$ cat src/rtl/uart_rx_ctrl_pkg.sv
// ============================================================================
// Module  : uart_rx_ctrl_pkg
// Brief   : Shared error-flag indices, FIFO entry layout and sequencer states.
// Revision: 1.0
// ============================================================================
`default_nettype none

package uart_rx_ctrl_pkg;

    localparam int ERR_PARITY  = 0;
    localparam int ERR_FRAMING = 1;
    localparam int ENTRY_W     = 10;

    typedef enum logic [1:0] {
        ST_OFF    = 2'd0,
        ST_ARMED  = 2'd1,
        ST_FRAME  = 2'd2,
        ST_COMMIT = 2'd3
    } ctrl_state_t;

    // FIFO entry: error flags above the received byte.
    function automatic logic [ENTRY_W-1:0] pack_entry(input logic [1:0] err,
                                                      input logic [7:0] data);
        return {err, data};
    endfunction

endpackage

`default_nettype wire

$ cat src/rtl/uart_rx_ctrl_fifo.sv
// ============================================================================
// Module  : uart_rx_ctrl_fifo
// Brief   : Synchronous FIFO with push/pop/full/empty/level; push accepted when
//           full only if a pop happens in the same cycle.
// Revision: 1.0
// ============================================================================
`default_nettype none

module uart_rx_ctrl_fifo #(
    parameter int DEPTH = 4,
    parameter int WIDTH = 10
) (
    input  logic                     clk,
    input  logic                     rst,
    input  logic                     i_push,
    input  logic [WIDTH-1:0]         i_data,
    input  logic                     i_pop,
    output logic [WIDTH-1:0]         o_data,
    output logic                     o_full,
    output logic                     o_empty,
    output logic [$clog2(DEPTH):0]   o_level
);

    localparam int            c_aw      = $clog2(DEPTH);
    localparam logic [c_aw:0] c_full_lv = (c_aw + 1)'(DEPTH);

    logic [WIDTH-1:0] r_mem [DEPTH];
    logic [c_aw-1:0]  r_wr_ptr;
    logic [c_aw-1:0]  r_rd_ptr;
    logic [c_aw:0]    r_count;
    logic             w_do_push;
    logic             w_do_pop;

    assign o_full    = (r_count == c_full_lv);
    assign o_empty   = (r_count == '0);
    assign w_do_pop  = i_pop & ~o_empty;
    assign w_do_push = i_push & (~o_full | w_do_pop);
    assign o_data    = r_mem[r_rd_ptr];
    assign o_level   = r_count;

    always_ff @(posedge clk) begin
        if (w_do_push) begin
            r_mem[r_wr_ptr] <= i_data;
        end
    end

    always_ff @(posedge clk) begin
        if (rst) begin
            r_wr_ptr <= '0;
            r_rd_ptr <= '0;
            r_count  <= '0;
        end else begin
            if (w_do_push) begin
                r_wr_ptr <= r_wr_ptr + 1'b1;
            end
            if (w_do_pop) begin
                r_rd_ptr <= r_rd_ptr + 1'b1;
            end
            case ({w_do_push, w_do_pop})
                2'b10:   r_count <= r_count + 1'b1;
                2'b01:   r_count <= r_count - 1'b1;
                default: r_count <= r_count;
            endcase
        end
    end

endmodule

`default_nettype wire

$ cat src/rtl/uart_rx_ctrl.sv
// ============================================================================
// Module  : uart_rx_ctrl
// Brief   : Frame sequencer for uart_rx: gates enable, shadows parity config
//           between frames and queues each byte with its error flags.
// Revision: 1.0
// ============================================================================
`default_nettype none

module uart_rx_ctrl
    import uart_rx_ctrl_pkg::*;
#(
    parameter int p_fifo_depth    = 4,
    parameter int p_frame_timeout = 0
) (
    input  logic                            clk_i,
    input  logic                            rst_i,
    input  logic                            cfg_enable_i,
    input  logic                            cfg_parity_en_i,
    input  logic                            cfg_parity_sel_i,
    input  logic                            clear_i,
    input  logic                            rx_busy_i,
    input  logic                            rx_data_ready_i,
    input  logic [7:0]                      rx_data_i,
    input  logic                            rx_parity_err_i,
    input  logic                            rx_framing_err_i,
    output logic                            rx_enable_o,
    output logic                            rx_parity_en_o,
    output logic                            rx_parity_sel_o,
    output logic                            m_valid_o,
    output logic [7:0]                      m_data_o,
    output logic [1:0]                      m_err_o,
    input  logic                            m_ready_i,
    output logic [$clog2(p_fifo_depth):0]   level_o,
    output logic                            overrun_o,
    output logic                            timeout_o
);

    localparam int              c_tw       = (p_frame_timeout > 0) ? $clog2(p_frame_timeout + 1) : 1;
    localparam logic [c_tw-1:0] c_tmo_last = c_tw'((p_frame_timeout > 0) ? p_frame_timeout - 1 : 0);

    ctrl_state_t          r_state;
    ctrl_state_t          w_state_nxt;
    logic                 r_dr_prev;
    logic                 r_busy_prev;
    logic [7:0]           r_hold;
    logic                 r_got;
    logic [1:0]           r_err_acc;
    logic                 r_par_en;
    logic                 r_par_sel;
    logic                 r_overrun;
    logic                 r_timeout;
    logic [c_tw-1:0]      r_tcnt;

    logic                 w_dr_rise;
    logic                 w_busy_fall;
    logic                 w_tmo_hit;
    logic [1:0]           w_err_now;
    logic                 w_rx_en;
    logic                 w_commit;
    logic                 w_abort;
    logic                 w_pop;
    logic                 w_full;
    logic                 w_empty;
    logic                 w_overrun_set;
    logic [ENTRY_W-1:0]   w_head;

    assign w_dr_rise   = rx_data_ready_i & ~r_dr_prev;
    assign w_busy_fall = ~rx_busy_i & r_busy_prev;
    assign w_tmo_hit   = (p_frame_timeout != 0) && (r_tcnt == c_tmo_last);

    always_comb begin
        w_err_now              = '0;
        w_err_now[ERR_PARITY]  = rx_parity_err_i;
        w_err_now[ERR_FRAMING] = rx_framing_err_i;
    end

    always_comb begin
        w_state_nxt = r_state;
        w_rx_en     = 1'b0;
        w_commit    = 1'b0;
        w_abort     = 1'b0;
        case (r_state)
            ST_OFF: begin
                if (cfg_enable_i && !rx_busy_i) begin
                    w_state_nxt = ST_ARMED;
                end
            end
            ST_ARMED: begin
                w_rx_en = cfg_enable_i;
                if (rx_busy_i) begin
                    w_state_nxt = ST_FRAME;
                end else if (!cfg_enable_i) begin
                    w_state_nxt = ST_OFF;
                end
            end
            ST_FRAME: begin
                // A byte arriving on the very cycle busy drops still counts.
                if (w_busy_fall) begin
                    w_state_nxt = (r_got | w_dr_rise) ? ST_COMMIT : ST_ARMED;
                end else if (w_tmo_hit) begin
                    w_abort     = 1'b1;
                    w_state_nxt = ST_OFF;
                end
            end
            ST_COMMIT: begin
                w_commit    = 1'b1;
                w_state_nxt = cfg_enable_i ? ST_ARMED : ST_OFF;
            end
            default: w_state_nxt = ST_OFF;
        endcase
    end

    assign w_pop         = ~w_empty & m_ready_i;
    assign w_overrun_set = w_commit & w_full & ~w_pop;

    always_ff @(posedge clk_i) begin
        if (rst_i) begin
            r_state     <= ST_OFF;
            r_dr_prev   <= 1'b0;
            r_busy_prev <= 1'b0;
            r_hold      <= '0;
            r_got       <= 1'b0;
            r_err_acc   <= '0;
            r_par_en    <= 1'b0;
            r_par_sel   <= 1'b0;
            r_overrun   <= 1'b0;
            r_timeout   <= 1'b0;
            r_tcnt      <= '0;
        end else begin
            r_state     <= w_state_nxt;
            r_dr_prev   <= rx_data_ready_i;
            r_busy_prev <= rx_busy_i;

            if (r_state == ST_ARMED) begin
                r_par_en  <= cfg_parity_en_i;
                r_par_sel <= cfg_parity_sel_i;
            end

            // Frame-scoped capture; anything outside a frame starts clean.
            if (r_state == ST_FRAME) begin
                r_err_acc <= r_err_acc | w_err_now;
                r_tcnt    <= r_tcnt + 1'b1;
                if (w_dr_rise) begin
                    r_hold <= rx_data_i;
                    r_got  <= 1'b1;
                end
            end else begin
                r_err_acc <= '0;
                r_got     <= 1'b0;
                r_tcnt    <= '0;
            end

            if (w_overrun_set) begin
                r_overrun <= 1'b1;
            end else if (clear_i) begin
                r_overrun <= 1'b0;
            end

            if (w_abort) begin
                r_timeout <= 1'b1;
            end else if (clear_i) begin
                r_timeout <= 1'b0;
            end
        end
    end

    uart_rx_ctrl_fifo #(
        .DEPTH (p_fifo_depth),
        .WIDTH (ENTRY_W)
    ) u_fifo (
        .clk     (clk_i),
        .rst     (rst_i),
        .i_push  (w_commit),
        .i_data  (pack_entry(r_err_acc, r_hold)),
        .i_pop   (w_pop),
        .o_data  (w_head),
        .o_full  (w_full),
        .o_empty (w_empty),
        .o_level (level_o)
    );

    assign rx_enable_o     = w_rx_en;
    assign rx_parity_en_o  = r_par_en;
    assign rx_parity_sel_o = r_par_sel;
    assign m_valid_o       = ~w_empty;
    assign m_data_o        = w_empty ? 8'h00 : w_head[7:0];
    assign m_err_o         = w_empty ? 2'b00 : w_head[9:8];
    assign overrun_o       = r_overrun;
    assign timeout_o       = r_timeout;

endmodule

`default_nettype wire
$ cat config.mk
export PLATFORM = sky130hd
export DESIGN_NAME = uart_rx_ctrl
export DESIGN_NICKNAME = d
export VERILOG_FILES = /design/src/rtl/uart_rx_ctrl_pkg.sv /design/src/rtl/uart_rx_ctrl_fifo.sv /design/src/rtl/uart_rx_ctrl.sv
export SDC_FILE = /design/constraint.sdc
export NUM_CORES = 1
export LEC_CHECK = 0
export ABC_AREA = 0
export CORE_MARGIN = 4
export CORE_UTILIZATION = 45
export CTS_CLUSTER_DIAMETER = 40
export DETAILED_ROUTE_END_ITERATION = 8
export DONT_BUFFER_PORTS = 1
export GPL_TIMING_DRIVEN = 1
export PLACE_DENSITY_LB_ADDON = 0.05
export SETUP_SLACK_MARGIN = 0.15
export SYNTH_ARGS = -nofsm -noshare
export SYNTH_HDL_FRONTEND = slang
export SYNTH_SLANG_ARGS = --single-unit
$ cat constraint.sdc
create_clock -name clk_i -period 2.9 [get_ports clk_i]
set_clock_uncertainty 0.2 [all_clocks]
set_input_delay 0.29 -clock clk_i [delete_from_list [all_inputs] [get_ports clk_i]]
set_output_delay 0.29 -clock clk_i [all_outputs]
set_load 0.02 [all_outputs]
==> reports/metrics.csv <==
stage;metric;value;unit
logic_synthesis;Avg Synthesized Cell Area;13.8;um^2
cells_and_area;most frequent standard cell in the layout excluding fill and tap cells;edfxtp_1;
sta;Final Critical Period;2.29;ns
power_and_ir_drop;clock share of power;41.8;%
cells_and_area;most frequent cells in the layout;edfxtp_1 (40), dfxtp_1 (27), dlygate4sd3_1 (17);
power_and_ir_drop;Flop pwr share;53.5;%
setup_path;Max FO, Critical Path;13;
setup_path;Worst Path Buf+Inv;1;
setup_path;source of the critical timing path;u_fifo.o_level[2];
clocking;number of buffers created by CTS;9;
power_and_ir_drop;combinational share of power;4.7;%
logic_synthesis;netlist area before placement;2800;um^2
clocking;number of buffers between clock root and the deepest sink;2;
global_routing;final global-route overflow total;0;
power_and_ir_drop;PwrDens;590;nW/um^2
floorplanning;overall die width;86.9;um
logic_synthesis;net count of the mapped netlist;227;
drt;average vias per placed instance;5.33;
drt;detailed-route via count;1593;
run_status;result of the run;complete, no violations;
placement;global placement routability congestion;0.736;
floorplanning;area of the die;7560;um^2
logic_synthesis;Ys Warns;0;
logic_synthesis;proportion of register bits with asynchronous set or reset after synthesis;0;%
placement;number of cells in the design after placement;266;
sta;fin worst setup slack;0.605;ns
global_routing;pin count of the biggest net entering global routing;26;
setup_path;element type at the critical path start;flip-flop;
power_and_ir_drop;Switch Pwr;0.000392;W
floorplanning;starting density of the core;46.8;%
placement;placed wire-length estimate after detailed placement;3330;um
sta;Worst Max-Slew Pin Slew;1.03;ns
global_routing;total track usage;14.7;%
power_and_ir_drop;internal power component;0.00151;W
clocking;clock insertion delay at the later pin of the skew report;0.33;ns
setup_path;CP delay by family, top;simple AND/OR/NAND/NOR gates;
cells_and_area;final design utilization;54.0;%
power_and_ir_drop;peak supply drop;252;uV
global_routing;initial antenna violation count;0;
clocking;Clock Sink Count;67;
floorplanning;Die Y-Extent;86.9;um
sta;total negative slack for setup checks;0;ns
cells_and_area;fraction of layout instances using a drive strength above 1;14.7;%
logic_synthesis;fraction of the yosys area taken by sequential cells;62.1;%
cells_and_area;Synth-to-Final Area Change;15.3;%
logic_synthesis;cell accounting for the most synthesized area;edfxtp_1;
floorplanning;number of rows created at floorplan;28;
flow_run;max_cap viols;0;
setup_path;worst endpoint required time;2.41;ns
drt;wire per inst;17.1;um
sta;Setup violations, final;0;
logic_synthesis;count of flip-flops with a built-in enable after synthesis;40;
cells_and_area;Post-Layout Cell Count;299;
logic_synthesis;Yosys top cell area share;42.8;%
clocking;CTS tree;built;
clocking;buffers inserted during post-CTS setup optimization;0;
cells_and_area;number of diodes added for antenna fixing;0;
setup_path;data arrival time of the critical path;1.80;ns
worst_hold_path;origin of the worst min-delay path;m_ready_i;
sta;setup repair after global routing missed its margin;no;
drt;antenna-violating nets left;0;
global_routing;first-pass GRT wire length;8200;um
logic_synthesis;top cells by area, synth;edfxtp_1 (43%), dfxtp_1 (19%), mux4_2 (8.0%), mux2i_1 (3.6%), and2_1 (2.5%);
clocking;maximum level of the CTS H-tree;3;
sta;count of final hold-check violations;0;
sta;number of max-slew violations in the final report;0;
clocking;Clock Pin Slew Worst Setup and Hold Paths;0.07;ns
setup_path;CP max-delay cell;or3_2;
worst_hold_path;path type of the worst min-delay path;primary input to flip-flop;
power_and_ir_drop;Lkg Pwr;1.15;nW
floorplanning;# IOs;38;
logic_synthesis;Netlist cell types;50;
drt;number of iterations in the first detailed-routing pass;4;
cells_and_area;total number of nets in the final design;243;
setup_path;delay of the slowest critical-path stage;0.55;ns
global_routing;vias in the first global route;1617;
drt;final wirelength;5120;um
logic_synthesis;number of standard cells after synthesis;203;
sta;final period utilization;79.1;%
setup_path;critical path endpoint category;output port;
logic_synthesis;primary flip-flop cell chosen by synthesis mapping;edfxtp_1;
logic_synthesis;synthesis-stage register bit count;67;
drt;iteration-0 DRC count of the detailed router;48;
drt;remaining design rule violation count;0;
sta;relative slew slack;31.2;%
placement;count of buffers inserted at the top-level ports;0;
setup_path;worst-path cell chain;or3_2 -> buf_4 -> and2_1;
setup_path;worst reg2reg path startpoint;u_fifo.o_level[2];
clocking;CTS root buffer;clkbuf_8;
floorplanning;placeable core region;5990;um^2
placement;pre-CTS setup slack;0.625;ns
sta;Highest Clock Rate;436;MHz
setup_path;Setup Crit Path Kind;flip-flop to output port;
power_and_ir_drop;fraction of power spent switching nets;20.6;%
state kept, by name (all words and copies together), names as in the netlist, 2 cells and up, named ones only:
| register | flops |
|---|---|
| r_err_acc | 2 |
| u_fifo.r_rd_ptr | 2 |
| u_fifo.r_wr_ptr | 2 |
| u_fifo.r_mem | 40 |
| r_state | 2 |
| r_hold | 8 |
| u_fifo.o_level | 3 |
per-layer routing:
layer / wire, um / global-route usage [%]
met1: 2350 / 18.5
met2: 2450 / 23.7
met3: 227 / 3.69
met4: 91 / 7.22
met5: 0 / 0
cell usage after synthesis (2+ instances only):
master     n
and2_1    11
o41ai_1    2
and3b_1    2
o21a_1     3
ha_1       4
nor3b_1    2
dfxtp_1   27
edfxtp_1  40
inv_1      6
a21oi_1    6
mux4_2    10
buf_2      7
and3_1     4
nand2_1    2
xor2_1     2
clkbuf_1   5
nor2_1    16
nand3_1    4
o21ai_0    6
nor2b_1    5
mux2i_1   10
per-stage QoR:
step | area [um^2] | hold slack, ns | power, W
floorplan | 2800 | 0.214 | 0.00110
global placement | 2850 | 0.163 | 0.00110
detailed placement | 2850 | 0.164 | 0.00111
CTS | 3230 | 0.0113 | 0.00193
global route | 3230 | 0.0301 | 0.00199
finish | 3230 | 0.0282 | 0.00191
logic make-up after synthesis:
| logic type | Yosys count | synth area share (%) |
|---|---|---|
| AO/OA/AOI/OAI | 27 | 6.52 |
| XOR/XNOR | 2 | 0.625 |
| adder cells (fa/ha/maj) | 5 | 2.50 |
| buffers and inverters | 21 | 3.53 |
| flip-flops | 67 | 62.1 |
| multiplexers | 21 | 12.1 |
| other | 1 | 0.134 |
| AND/OR/NAND/NOR | 59 | 12.5 |
power by group through the flow:
stage | combinational, W | sequential (W) | clock, W
floorplan | 0.0000679 | 0.00103 | 0
global placement | 0.0000649 | 0.00104 | 0
detailed placement | 0.0000664 | 0.00104 | 0
CTS | 0.0000914 | 0.00102 | 0.000820
global route | 0.0000979 | 0.00102 | 0.000868
finish | 0.0000899 | 0.00102 | 0.000798
area by class of cell:
type / count / area, um^2
Multi-Input combinational cell: 115 / 970
Tap cell: 75 / 93.8
Fill cell: 502 / 2760
Sequential cell: 67 / 1740
Inverter: 6 / 22.5
Clock buffer: 12 / 165
Timing Repair Buffer: 20 / 193
Clock inverter: 4 / 47.5
timing repair:
item                      in CTS  in global routing
resized for setup              0                  0
hold endpoints to repair      27                  0
hold buffers                  17                  0
final timing paths:
kind,cells past startpoint,slack (ns),endpoint
max,3,0.61,m_data_o[3]
min,2,0.03,u_fifo.o_level[1]
max reg2reg,6,0.61,u_fifo.o_level[2]
min reg2reg,1,0.27,r_got
Power figures use the tool's default switching activity.
